`src/rtl/cpu_pkg.sv`:
```
// Shared encodings for the multicycle control path:
// FSM state codes, opcodes, ALU operations and datapath selects.
package cpu_pkg;

  typedef enum logic [4:0] {
    S_RESET      = 5'd0,
    S_FETCH      = 5'd1,
    S_FETCH_WAIT = 5'd2,
    S_DECODE     = 5'd3,
    S_EXEC_R     = 5'd4,
    S_EXEC_I     = 5'd5,
    S_ADDR       = 5'd6,
    S_LD_WAIT    = 5'd7,
    S_LD_WB      = 5'd8,
    S_ST_MEM     = 5'd9,
    S_BRANCH     = 5'd10,
    S_JAL        = 5'd11,
    S_JALR       = 5'd12,
    S_LUI        = 5'd13,
    S_WB_ALU     = 5'd14,
    S_EXC_OP     = 5'd15,
    S_EXC_OVF    = 5'd16,
    S_EXC_VEC    = 5'd17,
    S_HALT       = 5'd18
  } state_e;

  localparam logic [6:0] OP_R      = 7'b0110011;
  localparam logic [6:0] OP_IMM    = 7'b0010011;
  localparam logic [6:0] OP_LOAD   = 7'b0000011;
  localparam logic [6:0] OP_STORE  = 7'b0100011;
  localparam logic [6:0] OP_BRANCH = 7'b1100011;
  localparam logic [6:0] OP_JAL    = 7'b1101111;
  localparam logic [6:0] OP_JALR   = 7'b1100111;
  localparam logic [6:0] OP_LUI    = 7'b0110111;
  localparam logic [6:0] OP_SYSTEM = 7'b1110011;

  localparam logic [6:0] F7_ALT = 7'b0100000;

  localparam logic [2:0] F3_ADD = 3'b000;
  localparam logic [2:0] F3_XOR = 3'b100;
  localparam logic [2:0] F3_OR  = 3'b110;
  localparam logic [2:0] F3_AND = 3'b111;

  localparam logic [2:0] F3_BEQ = 3'b000;
  localparam logic [2:0] F3_BNE = 3'b001;
  localparam logic [2:0] F3_BLT = 3'b100;
  localparam logic [2:0] F3_BGE = 3'b101;

  localparam logic [2:0] ULA_ADD = 3'd0;
  localparam logic [2:0] ULA_SUB = 3'd1;
  localparam logic [2:0] ULA_AND = 3'd2;
  localparam logic [2:0] ULA_OR  = 3'd3;
  localparam logic [2:0] ULA_XOR = 3'd4;

  localparam logic [1:0] MA_PC = 2'd0;
  localparam logic [1:0] MA_A  = 2'd1;

  localparam logic [2:0] MB_B    = 3'd0;
  localparam logic [2:0] MB_FOUR = 3'd1;
  localparam logic [2:0] MB_IMM  = 3'd2;

  localparam logic [1:0] MR_ALUOUT = 2'd0;
  localparam logic [1:0] MR_MDR    = 2'd1;
  localparam logic [1:0] MR_PC     = 2'd2;
  localparam logic [1:0] MR_IMM    = 2'd3;

  localparam logic [1:0] PC_ALU    = 2'd0;
  localparam logic [1:0] PC_ALUOUT = 2'd1;
  localparam logic [1:0] PC_VECTOR = 2'd2;

  localparam logic [63:0] CAUSE_OPCODE = 64'd0;
  localparam logic [63:0] CAUSE_OVF    = 64'd1;

endpackage

```
`src/rtl/control_unit_alu_decoder.sv`:
```
// Instruction-field decode: ALU operation from opcode/funct
// and branch-taken resolution from the ALU flags.
module alu_decoder
  import cpu_pkg::*;
(
  input  logic [6:0] opcode_i,
  input  logic [2:0] funct3_i,
  input  logic [6:0] funct7_i,
  input  logic       igual_i,
  input  logic       menor_i,
  output logic [2:0] ula_op_o,
  output logic       br_taken_o
);

  logic is_sub;

  assign is_sub = (opcode_i == OP_R) && (funct7_i == F7_ALT);

  always_comb begin
    ula_op_o = ULA_ADD;
    unique case (1'b1)
      is_sub:               ula_op_o = ULA_SUB;
      (funct3_i == F3_AND): ula_op_o = ULA_AND;
      (funct3_i == F3_OR):  ula_op_o = ULA_OR;
      (funct3_i == F3_XOR): ula_op_o = ULA_XOR;
      default:              ula_op_o = ULA_ADD;
    endcase
  end

  always_comb begin
    br_taken_o = 1'b0;
    unique case (1'b1)
      (funct3_i == F3_BEQ): br_taken_o = igual_i;
      (funct3_i == F3_BNE): br_taken_o = !igual_i;
      (funct3_i == F3_BLT): br_taken_o = menor_i;
      (funct3_i == F3_BGE): br_taken_o = !menor_i;
      default:              br_taken_o = 1'b0;
    endcase
  end

endmodule

```
`src/rtl/control_unit.sv`:
```
// Multicycle control FSM: sequences fetch/decode/execute
// and exception entry for the datapath.
module control_unit
  import cpu_pkg::*;
(
  input  logic        clock,
  input  logic        reset,
  input  logic [6:0]  opcode,
  input  logic [2:0]  funct3,
  input  logic [6:0]  funct7,
  input  logic        igual_Ula,
  input  logic        menor_Ula,
  input  logic        overFlow_Ula,
  output logic [4:0]  Estado,
  output logic        Ld_ir,
  output logic        pc_wr,
  output logic        reg_wr,
  output logic        memoria_wr,
  output logic        ld_a,
  output logic        ld_b,
  output logic        ld_aluout,
  output logic        ld_mdr,
  output logic        epc_wr,
  output logic        causa_wr,
  output logic [1:0]  mux_a_sel,
  output logic [2:0]  mux_b_sel,
  output logic [1:0]  mux_reg_sel,
  output logic [1:0]  pc_src,
  output logic [2:0]  ula_op,
  output logic [63:0] causa_val
);

  state_e     state_q, state_d;
  logic [2:0] dec_op;
  logic       br_taken;

  alu_decoder u_alu_decoder (
    .opcode_i   (opcode),
    .funct3_i   (funct3),
    .funct7_i   (funct7),
    .igual_i    (igual_Ula),
    .menor_i    (menor_Ula),
    .ula_op_o   (dec_op),
    .br_taken_o (br_taken)
  );

  always_ff @(posedge clock or posedge reset) begin
    if (reset) state_q <= S_RESET;
    else       state_q <= state_d;
  end

  assign Estado = state_q;

  // Only the instruction register and the ALU flags of the
  // current compare qualify outputs; all else is per-state.
  always_comb begin
    state_d     = state_q;
    Ld_ir       = 1'b0;
    pc_wr       = 1'b0;
    reg_wr      = 1'b0;
    memoria_wr  = 1'b0;
    ld_a        = 1'b0;
    ld_b        = 1'b0;
    ld_aluout   = 1'b0;
    ld_mdr      = 1'b0;
    epc_wr      = 1'b0;
    causa_wr    = 1'b0;
    mux_a_sel   = MA_PC;
    mux_b_sel   = MB_B;
    mux_reg_sel = MR_ALUOUT;
    pc_src      = PC_ALU;
    ula_op      = ULA_ADD;
    causa_val   = CAUSE_OPCODE;

    unique case (state_q)
      S_RESET: state_d = S_FETCH;
      S_FETCH: begin
        pc_wr     = 1'b1;
        mux_b_sel = MB_FOUR;
        state_d   = S_FETCH_WAIT;
      end
      S_FETCH_WAIT: begin
        Ld_ir   = 1'b1;
        state_d = S_DECODE;
      end
      S_DECODE: begin
        ld_a      = 1'b1;
        ld_b      = 1'b1;
        ld_aluout = 1'b1;
        mux_b_sel = MB_IMM;
        unique case (opcode)
          OP_R:              state_d = S_EXEC_R;
          OP_IMM:            state_d = S_EXEC_I;
          OP_LOAD, OP_STORE: state_d = S_ADDR;
          OP_BRANCH:         state_d = S_BRANCH;
          OP_JAL:            state_d = S_JAL;
          OP_JALR:           state_d = S_JALR;
          OP_LUI:            state_d = S_LUI;
          OP_SYSTEM:         state_d = S_HALT;
          default:           state_d = S_EXC_OP;
        endcase
      end
      S_EXEC_R, S_EXEC_I: begin
        ld_aluout = 1'b1;
        mux_a_sel = MA_A;
        mux_b_sel = (state_q == S_EXEC_I) ? MB_IMM : MB_B;
        ula_op    = dec_op;
        state_d   = overFlow_Ula ? S_EXC_OVF : S_WB_ALU;
      end
      S_ADDR: begin
        ld_aluout = 1'b1;
        mux_a_sel = MA_A;
        mux_b_sel = MB_IMM;
        state_d   = (opcode == OP_LOAD) ? S_LD_WAIT : S_ST_MEM;
      end
      S_LD_WAIT: begin
        ld_mdr  = 1'b1;
        state_d = S_LD_WB;
      end
      S_LD_WB: begin
        reg_wr      = 1'b1;
        mux_reg_sel = MR_MDR;
        state_d     = S_FETCH;
      end
      S_ST_MEM: begin
        memoria_wr = 1'b1;
        state_d    = S_FETCH;
      end
      S_BRANCH: begin
        mux_a_sel = MA_A;
        ula_op    = ULA_SUB;
        pc_src    = PC_ALUOUT;
        pc_wr     = br_taken;
        state_d   = S_FETCH;
      end
      S_JAL: begin
        reg_wr      = 1'b1;
        pc_wr       = 1'b1;
        mux_reg_sel = MR_PC;
        pc_src      = PC_ALUOUT;
        state_d     = S_FETCH;
      end
      S_JALR: begin
        reg_wr      = 1'b1;
        pc_wr       = 1'b1;
        mux_reg_sel = MR_PC;
        mux_a_sel   = MA_A;
        mux_b_sel   = MB_IMM;
        state_d     = S_FETCH;
      end
      S_LUI: begin
        reg_wr      = 1'b1;
        mux_reg_sel = MR_IMM;
        state_d     = S_FETCH;
      end
      S_WB_ALU: begin
        reg_wr  = 1'b1;
        state_d = S_FETCH;
      end
      S_EXC_OP, S_EXC_OVF: begin
        epc_wr    = 1'b1;
        causa_wr  = 1'b1;
        mux_b_sel = MB_FOUR;
        ula_op    = ULA_SUB;
        causa_val = (state_q == S_EXC_OVF) ? CAUSE_OVF
                                           : CAUSE_OPCODE;
        state_d   = S_EXC_VEC;
      end
      S_EXC_VEC: begin
        pc_wr   = 1'b1;
        pc_src  = PC_VECTOR;
        state_d = S_FETCH;
      end
      S_HALT:  state_d = S_HALT;
      default: state_d = S_RESET;
    endcase
  end

endmodule

```
`config.mk`:
```
export PLATFORM = sky130hd
export DESIGN_NAME = control_unit
export DESIGN_NICKNAME = d
export VERILOG_FILES = /design/src/rtl/cpu_pkg.sv /design/src/rtl/control_unit_alu_decoder.sv /design/src/rtl/control_unit.sv
export SDC_FILE = /design/constraint.sdc
export NUM_CORES = 1
export LEC_CHECK = 0
export ABC_CLOCK_PERIOD_IN_PS = 1450
export BUFFER_PORTS_ARGS = -buffer_cell sky130_fd_sc_hd__buf_4
export CORE_ASPECT_RATIO = 1.75
export CORE_MARGIN = 4
export CORE_UTILIZATION = 36
export CTS_BUF_LIST = sky130_fd_sc_hd__clkbuf_4 sky130_fd_sc_hd__clkbuf_8
export DETAILED_ROUTE_END_ITERATION = 16
export PLACE_DENSITY = 0.9
export SLEW_MARGIN = 20
export SYNTH_ARGS = -nofsm -noshare
export SYNTH_HDL_FRONTEND = slang
export SYNTH_SLANG_ARGS = --single-unit
```
`constraint.sdc`:
```
create_clock -name clock -period 1.45 [get_ports clock]
set_input_delay 0.0725 -clock clock [delete_from_list [all_inputs] [get_ports clock]]
set_output_delay 0.0725 -clock clock [all_outputs]
set_load 0.01 [all_outputs]
```
==> metrics.csv <==
stage,metric,value,unit
synth,synth.mux.area_fraction,0.007663,
place,placed_cells,297,
synth,synth_edf_count,0,
detailed_routing,via_count,1466,
outcome,outcome,"finished, violations left",
synth,syn_area_per_cell,6.875,um^2
floorplan,fp-row-count,28,
timing,timing.fmax,596.3,MHz
floorplan,die_w,53.54,um
worst_setup_path,cp-end-kind,primary output,
detailed_routing,final_antenna_net_count,0,
place,port_buffers,47,
synth,synth_top_cell_by_area,buf_4,
place,hpwl,3062,um
place,finalWeightedCongestion,0.8578,
worst_setup_path,crit_chain,buf_6 -> buf_8 -> buf_6 -> nand4_1 -> o31ai_1 -> a211o_1 -> buf_6,
floorplan,pin_count,113,
timing,fin_crit,1.677,ns
detailed_routing,first_pass_iters,4,
global_routing,antenna_found_initial,0,
timing,setup_ws,-0.2270,ns
synth,synth_top_family_by_area,buffers and inverters,
final_layout,final_core_util,0.6308,
synth,syn_inst,190,
worst_setup_path,cp_num_buf_inv,4,
global_routing,grt_pass1_wl,6382,um
min_path,min_path_type,in -> reg,
worst_setup_path,critPathLaunchType,flop,
detailed_routing,drt-initial-drc-count,51,
final_layout,largest_reg_flops,5,
timing,setup_viol,21,
synth,synth_commonest_cells,"67 x buf_4, 14 x nand2_1, 14 x nor2_1",
synth,seq_area_frac_synth,0.09579,
clocking,cts_buffers,3,
clocking,clk_latency,0.22,ns
clocking,h-tree-depth,1,
min_path,min_from,overFlow_Ula,
worst_setup_path,worstReg2RegStart,Estado[3]$_DFF_PP0_,
synth,async_flop_share,1.000,
floorplan,core,3433,um^2
final_layout,layout.cells.non_filler,311,
worst_setup_path,cp_slowest_cell,dfrtp_2,
timing,rsz0062_at_grt,true,
synth,synth_compound_area_frac,0.1360,
detailed_routing,drcViolationCount,0,
detailed_routing,routed_wl,4484,um
synth,synth_xor_area_frac,0.01341,
clocking,cts_buffer_depth,2,
synth,post-synth-top-count-cell,buf_4,
timing,hold_violations,0,
worst_setup_path,critical_path.max_fanout,6,
floorplan,die_area,4694,um^2
detailed_routing,via_per_inst,4.714,
worst_setup_path,required,1.38,ns
worst_setup_path,cp_top_family,buffers and inverters,
synth,synth_cell_type_count,43,
clocking,cts_sinks,5,
synth,ys.flop_type,dfrtp_1,
global_routing,grt_max_degree,17,
outcome,violations,setup timing,
global_routing,grt-ovfl-total,0,
synth,synth-simple-area-share,0.3027,
clocking,clkSlewWorstSetupHoldPaths,0.04,ns
worst_setup_path,crit_path_start,Estado[1]$_DFF_PP0_,
final_layout,n_antenna_cell,0,
global_routing,grt_usage,0.1773,
synth,yosysWarnings,0,
synth,synthTopCellsByArea,"buf_4 39%, dfrtp_1 9.6%, nand2_1 4.0%",
floorplan,start_util,0.3805,
worst_setup_path,arrival,1.60,ns
clocking,tritoncts,yes,
synth,synth.top_cell.area_share,0.3851,
synth,syn-cell-area,1306,um^2
timing,drv_slew,0,
power_and_ir_drop,ir_drop,1.238,mV
worst_setup_path,crit_top_cell,buf_6,
job,maxCapViolations,0,
detailed_routing,post_drt_wl_per_cell,14.42,um
synth,synth-seq-cells,5,
final_layout,nNetsFinal,289,
timing,finalSetupTns,-2.523,ns
final_layout,areaGrowthSynthToFinish,65.80,%
worst_setup_path,worstSetupPathType,reg -> out,
power_and_ir_drop,power_density,1848,nW/um^2
power_and_ir_drop,p_leak,0.001058,uW
worst_setup_path,cp_slowest_stage_delay,0.44,ns
floorplan,dieHeight,87.69,um
timing,period_share,1.157,
clocking,root_buffer,clkbuf_8,
global_routing,grt_pass1_vias,1421,
synth,synth_fa_ha_area_frac,0,
timing,clock_skew,0.001039,ns
power_and_ir_drop,fin_total_pwr,4002,uW
final_layout,final_layout_size_suffix_gt1_frac,0.5188,
-- final timing paths --
| check | to | slack [ns] | cells past startpoint |
|---|---|---|---|
| setup / recovery | ula_op[0] | -0.23 | 7 |
| hold / removal | Estado[2]$_DFF_PP0_ | 0.12 | 2 |
| setup reg to reg | Estado[4]$_DFF_PP0_ | -0.10 | 6 |
| hold reg to reg | Estado[3]$_DFF_PP0_ | 0.81 | 3 |
| max in group asynchronous | Estado[1]$_DFF_PP0_ | 0.93 | 3 |
| min in group asynchronous | Estado[4]$_DFF_PP0_ | 0.32 | 3 |
-- cells by family after synthesis --
group	after synthesis
other	1
DFF	5
muxes	1
buffers and inverters	83
and+or+nand+nor	71
AOI/OAI and AO/OA	27
xor gates and xnor gates	2
-- metrics by stage --
step	hold WS, ns	area (um^2)	worst slack, ns
after CTS	0.1224	1993	-0.2040
after global routing	0.1367	2166	-0.2726
after floorplan	-0.1490	1565	-0.001899
final	0.1234	2166	-0.2270
after detailed placement	-0.004992	1633	-0.09479
after global placement	-0.01582	1633	-0.08924
-- metal layers --
| metal | GRT usage | routed length, um | up-vias |
|---|---|---|---|
| li1 | - | - | 668 |
| met1 | 0.1722 | 1504 | 682 |
| met2 | 0.3486 | 2433 | 106 |
| met3 | 0.02385 | 431 | 10 |
| met4 | 0.07674 | 115 | 0 |
| met5 | 0 | 0 | - |
-- repair_timing --
item | 4_1_cts | 5_1_grt
endpoints found under the hold margin | 5 | 0
pin swaps | 11 | 15
hold buffers | 1 | 0
setup endpoints to repair | 24 | 24
buffers inserted | 8 | 2
gates resized for setup | 56 | 39
-- layout make-up --
cell class	count	area [um^2]
Sequential cell	5	131.4
Timing Repair Buffer	84	790.8
Tap cell	45	56.30
Clock inverter	1	5.005
Inverter	7	32.53
Multi-Input combinational cell	166	1109
Fill cell	284	1267
Clock buffer	3	41.29
-- worst reg2reg max path, delay by kind of cell (launching register included) --
kind | cells | cell delay (ns)
AOI/OAI and AO/OA | 1 | 0.10
buffers and inverters | 2 | 0.29
DFF | 1 | 0.46
and+or+nand+nor | 3 | 0.56
-- cell usage in the layout, fill, tap and decap left out, types with 2 or more instances in the layout --
cell type,synthesis,layout
nor2_4,0,4
a21o_1,2,2
clkbuf_8,0,3
a31oi_1,3,3
nand3_1,6,3
nor4_2,1,2
nor3b_1,2,2
buf_4,67,52
nor2_1,14,8
nor3_2,0,2
nand3b_1,3,3
nand3_2,0,2
conb_1,1,65
dfrtp_2,0,5
o21ai_0,4,3
buf_12,0,3
and3_4,0,2
nor3_4,0,2
nand2b_1,5,2
a21oi_2,0,5
nand2_1,14,9
nand2_2,0,3
nand2b_4,0,3
nand4_1,2,2
nand2_4,0,2
o22ai_1,2,2
o221ai_2,0,2
buf_8,0,4
nor2_2,0,2
or3_1,3,2
inv_1,7,4
buf_6,1,24
-- where the power goes --
group          internal [uW]  switching (uW)  total (uW)  leakage, uW
clock network            185            78.1         263    0.0000255
logic                   1760            1660        3420     0.000976
registers                211             111         322    0.0000560
total                   2150            1850        4000      0.00106
Note: power is estimated with default switching activity, not from simulation.
